$ cat config.mk
export PLATFORM = sky130hd
export DESIGN_NAME = mips_scoreboard_rf
export DESIGN_NICKNAME = d
export VERILOG_FILES = /design/src/rtl/mips_scoreboard_rf.sv
export SDC_FILE = /design/constraint.sdc
export NUM_CORES = 2
export LEC_CHECK = 0
export BUFFER_PORTS_ARGS = -buffer_cell sky130_fd_sc_hd__buf_2
export CAP_MARGIN = 20
export CORE_MARGIN = 2
export CORE_UTILIZATION = 65
export CTS_BUF_LIST = sky130_fd_sc_hd__clkbuf_4 sky130_fd_sc_hd__clkbuf_8
export DETAILED_ROUTE_END_ITERATION = 12
export PLACE_DENSITY_LB_ADDON = 0.05
export SKIP_CTS_REPAIR_TIMING = 1
export SYNTH_ARGS = -nofsm -noshare
export SYNTH_HDL_FRONTEND = slang
export SYNTH_SLANG_ARGS = --single-unit
$ cat constraint.sdc
create_clock -name clk1 -period 6 [get_ports clk1]
set_input_delay 0.3 -clock clk1 [delete_from_list [all_inputs] [get_ports clk1]]
set_output_delay 0.3 -clock clk1 [all_outputs]
set_load 0.005 [all_outputs]
$ cat src/rtl/mips_scoreboard_rf.sv
// mips_scoreboard_rf
//   Register file with per-register busy (scoreboard) bits for an in-order
//   MIPS-style pipeline. Register 0 is hardwired to zero and never busy.
//
//   Parameters
//     DATA_W  register width
//     ADDR_W  register index width (depth = 2**ADDR_W)
//     NRD     number of read ports
//
//   Ports
//     clk1       clock, all state changes on the rising edge
//     rst_n      asynchronous active-low reset
//     rd_addr    NRD packed read indices, port i at [i*ADDR_W +: ADDR_W]
//     rd_data    NRD packed read values (writeback bypass applied)
//     rd_busy    per read port: source has a pending write (RAW hazard)
//     iss_valid  issue request claiming iss_dst
//     iss_dst    destination index being claimed
//     iss_grant  claim accepted (denied on WAW against a busy register)
//     wb_valid   writeback strobe
//     wb_addr    writeback index
//     wb_data    writeback value
//     pend_cnt   number of registers currently busy
//
//   Build option
//     MIPS_RF_INIT_INDEX_EN  when defined, reset loads register k with k.

module mips_scoreboard_rf #(
    parameter int DATA_W = 32,
    parameter int ADDR_W = 5,
    parameter int NRD    = 2
) (
    input  logic                  clk1,
    input  logic                  rst_n,
    input  logic [NRD*ADDR_W-1:0] rd_addr,
    output logic [NRD*DATA_W-1:0] rd_data,
    output logic [NRD-1:0]        rd_busy,
    input  logic                  iss_valid,
    input  logic [ADDR_W-1:0]     iss_dst,
    output logic                  iss_grant,
    input  logic                  wb_valid,
    input  logic [ADDR_W-1:0]     wb_addr,
    input  logic [DATA_W-1:0]     wb_data,
    output logic [ADDR_W:0]       pend_cnt
);

    localparam int DEPTH = 1 << ADDR_W;

    logic [DATA_W-1:0] mem [DEPTH];
    logic [DEPTH-1:0]  busy;
    logic [DEPTH-1:0]  busy_nxt;
    logic              wb_we;
    logic              claim_we;
    logic              cnt_inc;
    logic              cnt_dec;

    assign wb_we     = wb_valid && (wb_addr != '0);
    // A writeback in the same cycle releases the register, so a claim on it
    // is not a WAW conflict.
    assign iss_grant = iss_valid && ((iss_dst == '0) || !busy[iss_dst] ||
                                     (wb_valid && (wb_addr == iss_dst)));
    assign claim_we  = iss_grant && (iss_dst != '0);

    for (genvar g = 0; g < NRD; g++) begin : g_rd
        logic [ADDR_W-1:0] ra;
        logic              hit;
        assign ra  = rd_addr[g*ADDR_W +: ADDR_W];
        assign hit = wb_valid && (wb_addr == ra);
        assign rd_data[g*DATA_W +: DATA_W] = (ra == '0) ? '0 :
                                             hit        ? wb_data : mem[ra];
        assign rd_busy[g] = (ra != '0) && busy[ra] && !hit;
    end

    // Clear from writeback first, then set from claim: set wins on collision.
    always_comb begin
        busy_nxt = busy;
        if (wb_we)
            busy_nxt[wb_addr] = 1'b0;
        if (claim_we)
            busy_nxt[iss_dst] = 1'b1;
    end

    // Incremental count: +1 when a free register is claimed; -1 when a busy
    // register is written back and not re-claimed in the same cycle.
    assign cnt_inc = claim_we && !busy[iss_dst];
    assign cnt_dec = wb_we && busy[wb_addr] && !(claim_we && (iss_dst == wb_addr));

    always_ff @(posedge clk1 or negedge rst_n) begin
        if (!rst_n) begin
            busy     <= '0;
            pend_cnt <= '0;
            for (int unsigned k = 0; k < DEPTH; k++) begin
`ifdef MIPS_RF_INIT_INDEX_EN
                mem[k] <= DATA_W'(k);
`else
                mem[k] <= '0;
`endif
            end
        end else begin
            if (wb_we)
                mem[wb_addr] <= wb_data;
            busy     <= busy_nxt;
            pend_cnt <= pend_cnt + (ADDR_W+1)'(cnt_inc) - (ADDR_W+1)'(cnt_dec);
        end
    end

endmodule

==> impl_metrics.py <==
metrics = {
    "status": {
        "outcome": "completed",
    },
    "placed_design": {
        "numPortBuffers": 128,
        "gp_congestion": 0.9102,
        "hpwl_mm": 114.0,
        "dpl_cell_area_sq_um": 59370,
        "dp_cells": 5099,
    },
    "routing": {
        "ant_nets": 0,
        "drt_iter0_markers": 4471,
        "drt-total-wl_mm": 190.7,
        "vias": 40350,
        "via_per_inst": 7.441,
        "wl_per_cell_um": 35.17,
        "drc": 0,
        "first_pass_iters": 5,
    },
    "clock_tree": {
        "cts_tree": "yes",
        "clockBufferDepth": 3,
        "cts-root-buf": "clkbuf_8",
        "htree_num_levels": 4,
        "cts_buffers": 180,
        "clk_latency_ps": 880,
        "cts.clk_slew.worst_paths_ps": 50,
        "cts.sinks": 1062,
    },
    "timing": {
        "max_slew_margin": 0.1733,
        "finalSetupViolations": 0,
        "clock.fmax_ghz": 0.2541,
        "finalCritPeriodShare": 0.6558,
        "tightest_slew_ps": 1236,
        "period_needed_ps": 3935,
        "hold_viol_final": 0,
        "rsz0062_at_grt": "no",
        "finalClockSkew_ps": 25.51,
        "drv_slew": 0,
        "finalSetupTns_ps": 0,
    },
    "global_routing": {
        "grtUsageTotal": 0.4193,
        "grt_pass1_vias": 42830,
        "antenna_found_initial": 4,
        "grtUsageMet3": 0.1016,
        "grt_pass1_wl_mm": 284.2,
        "grt_start_max_net_pins": 183,
        "top_usage_layer": "met2",
        "use_met2": 0.6494,
        "grt_overflow": 0,
        "met1_usage": 0.5432,
    },
    "synth": {
        "synth.area.top_cells": "dfrtp_1 45%, mux2_2 20%, mux4_2 17%",
        "ys_async_sr_fraction": 1.000,
        "synth_top_flop_cell": "dfrtp_1",
        "synth-seq-area-share": 0.4543,
        "synth_edf_count": 0,
        "netlist_area_sq_um": 58500,
        "synth_area_per_cell_sq_um": 14.10,
        "synth_area_leader_cell": "dfrtp_1",
        "synthCells": 4149,
        "yosysMostFrequentCell": "dfrtp_1",
        "yosys_warnings": 0,
        "syn_nets": 4212,
        "ys_ff_latch": 1062,
        "yosys-top-cells-count": "1062 x dfrtp_1, 1031 x mux2_2, 430 x mux4_2, 216 x mux2i_1, 194 x clkbuf_1",
        "synth_top_area_share": 0.4543,
        "yosysUniqueCellTypes": 68,
    },
    "setup_path": {
        "cp-end-kind": "output pin",
        "r2r_cells": 14,
        "crit_type": "in2out",
        "worstPathRequired_ps": 5700,
        "worstReg2RegStart": "busy[24]$_DFF_PN0_",
        "slowest_delay_ps": 890,
        "ff2ff_setup_slack_ps": 2640,
        "path_delay_family": "buffers and inverters",
        "worstSetupStartpointType": "input port",
        "critPathBufInv": 3,
        "worstPathArrival_ps": 3630,
        "reg2reg_to": "pend_cnt[4]$_DFF_PN0_",
        "path_cells": "buf_8, buf_4, mux4_2, a22o_1, a211oi_1, or3_1, o21ai_0, buf_2",
        "crit_fanout": 79,
        "slowest_stage": "buf_4",
    },
    "min_path": {
        "hold_path_startpoint": "iss_valid",
        "min_path_type": "in2reg",
        "min_to": "busy[4]$_DFF_PN0_",
        "hold_path_depth": 3,
    },
    "power": {
        "leakagePower_uw": 0.02776,
        "peakVddDrop_mv": 0.2601,
        "power_density_nw_per_um2": 333.8,
    },
    "die": {
        "core_area_sq_um": 89600,
        "die_area_sq_um": 92420,
        "die_y_um": 304,
        "start_util": 0.6529,
        "ios": 129,
        "die_w_um": 304,
        "placementRows": 110,
    },
    "final_layout": {
        "drive_gt1_frac": 0.4868,
        "area_growth_pct": 8.057,
        "instances_no_fill": 5423,
        "final_cell_area_sq_um": 63210,
        "nets": 4170,
    },
    "job": {
        "cap_violations": 0,
    },
}
==> kinds of logic after synthesis <==
family,count (synthesis),share of synthesized area
multiplexers,1682,0.4032
adder cells (fa/ha/maj),7,0.001625
XOR/XNOR,20,0.002994
flip-flops,1062,0.4543
buffers and inverters,475,0.04290
AO/OA/AOI/OAI,503,0.06016
AND/OR/NAND/NOR,400,0.03484
==> per-layer routing <==
layer  vias up  share of wire
met5         -        0.00015
met4         4          0.067
met3       737          0.099
met2      2514           0.47
met1     21140           0.37
li1      15960              -
==> worst max path at each step <==
| stage | cells after the start | endpoint | slack [ps] | start |
|---|---|---|---|---|
| floorplan | 17 | pend_cnt[4]$_DFF_PN0_ | 2760 | wb_addr[1] |
| global placement | 8 | rd_data[8] | 2150 | rd_addr[1] |
| detailed placement | 15 | pend_cnt[4]$_DFF_PN0_ | 2210 | iss_dst[1] |
| CTS | 8 | rd_data[8] | 2200 | rd_addr[1] |
| global route | 8 | rd_data[8] | 2000 | rd_addr[1] |
| finish | 8 | rd_data[8] | 2070 | rd_addr[1] |
==> sequential cells by signal, indices dropped and copies added, names as in the netlist <==
name	cells
pend_cnt	6
busy	32
mem	1024
==> stage by stage <==
stage | setup WS, ps | hold WS, ps | power [uW] | util
floorplan | 2762 | 4.409 | 12740 | -
global placement | 2145 | 376.5 | 13880 | 0.6618
detailed placement | 2211 | 383.3 | 14230 | 0.6627
CTS | 2199 | -491.3 | 21080 | 0.7052
global route | 1999 | 56.72 | 21950 | 0.7055
finish | 2065 | 22.98 | 21100 | 0.7055
==> worst register-to-register path, delay by kind of cell, from the launching register on <==
kind	cells	cell delay, ps
buffers and inverters	3	190
DFF	1	480
adders and majority gates	3	870
AOI/OAI and AO/OA	4	630
xor gates and xnor gates	1	140
and+or+nand+nor	2	650
muxes	1	310
==> power breakdown <==
| group | switching, uW | internal [uW] | total [uW] |
|---|---|---|---|
| combinational | 1970 | 2590 | 4560 |
| sequential | 1100 | 8550 | 9650 |
| clock | 3060 | 3840 | 6890 |
| total | 6120 | 15000 | 21100 |
==> area by class of cell <==
class                   instances  area (sq um)
multi-input cells            2612         29600
well taps                    1176          1471
clock buffers                 293          3626
inverters                      18         67.56
repair buffers                233          1678
fillers                      6041         26380
diodes                          5         12.51
clock inverters                24         180.2
flip-flops and latches       1062         26580
==> cells in the final DEF (no fill, tap or decap), drive strengths merged, types with 10 or more instances in the layout <==
cell,n
clkinv,11
o21a,11
xnor2,20
mux4,435
a221o,10
a21oi,33
clkinvlp,10
nand2,130
nand3,64
o22ai,74
o221ai,39
clkbuf,293
dfrtp,1062
nor3,18
inv,20
nand2b,21
nor2,52
or3,23
mux2,1031
nor2b,20
a211oi,26
a22oi,46
nor4,10
o21ai,120
buf,232
and3,16
o211ai,16
a221oi,58
a22o,31
mux2i,216
No activity file was read; power rests on OpenSTA's default activity.
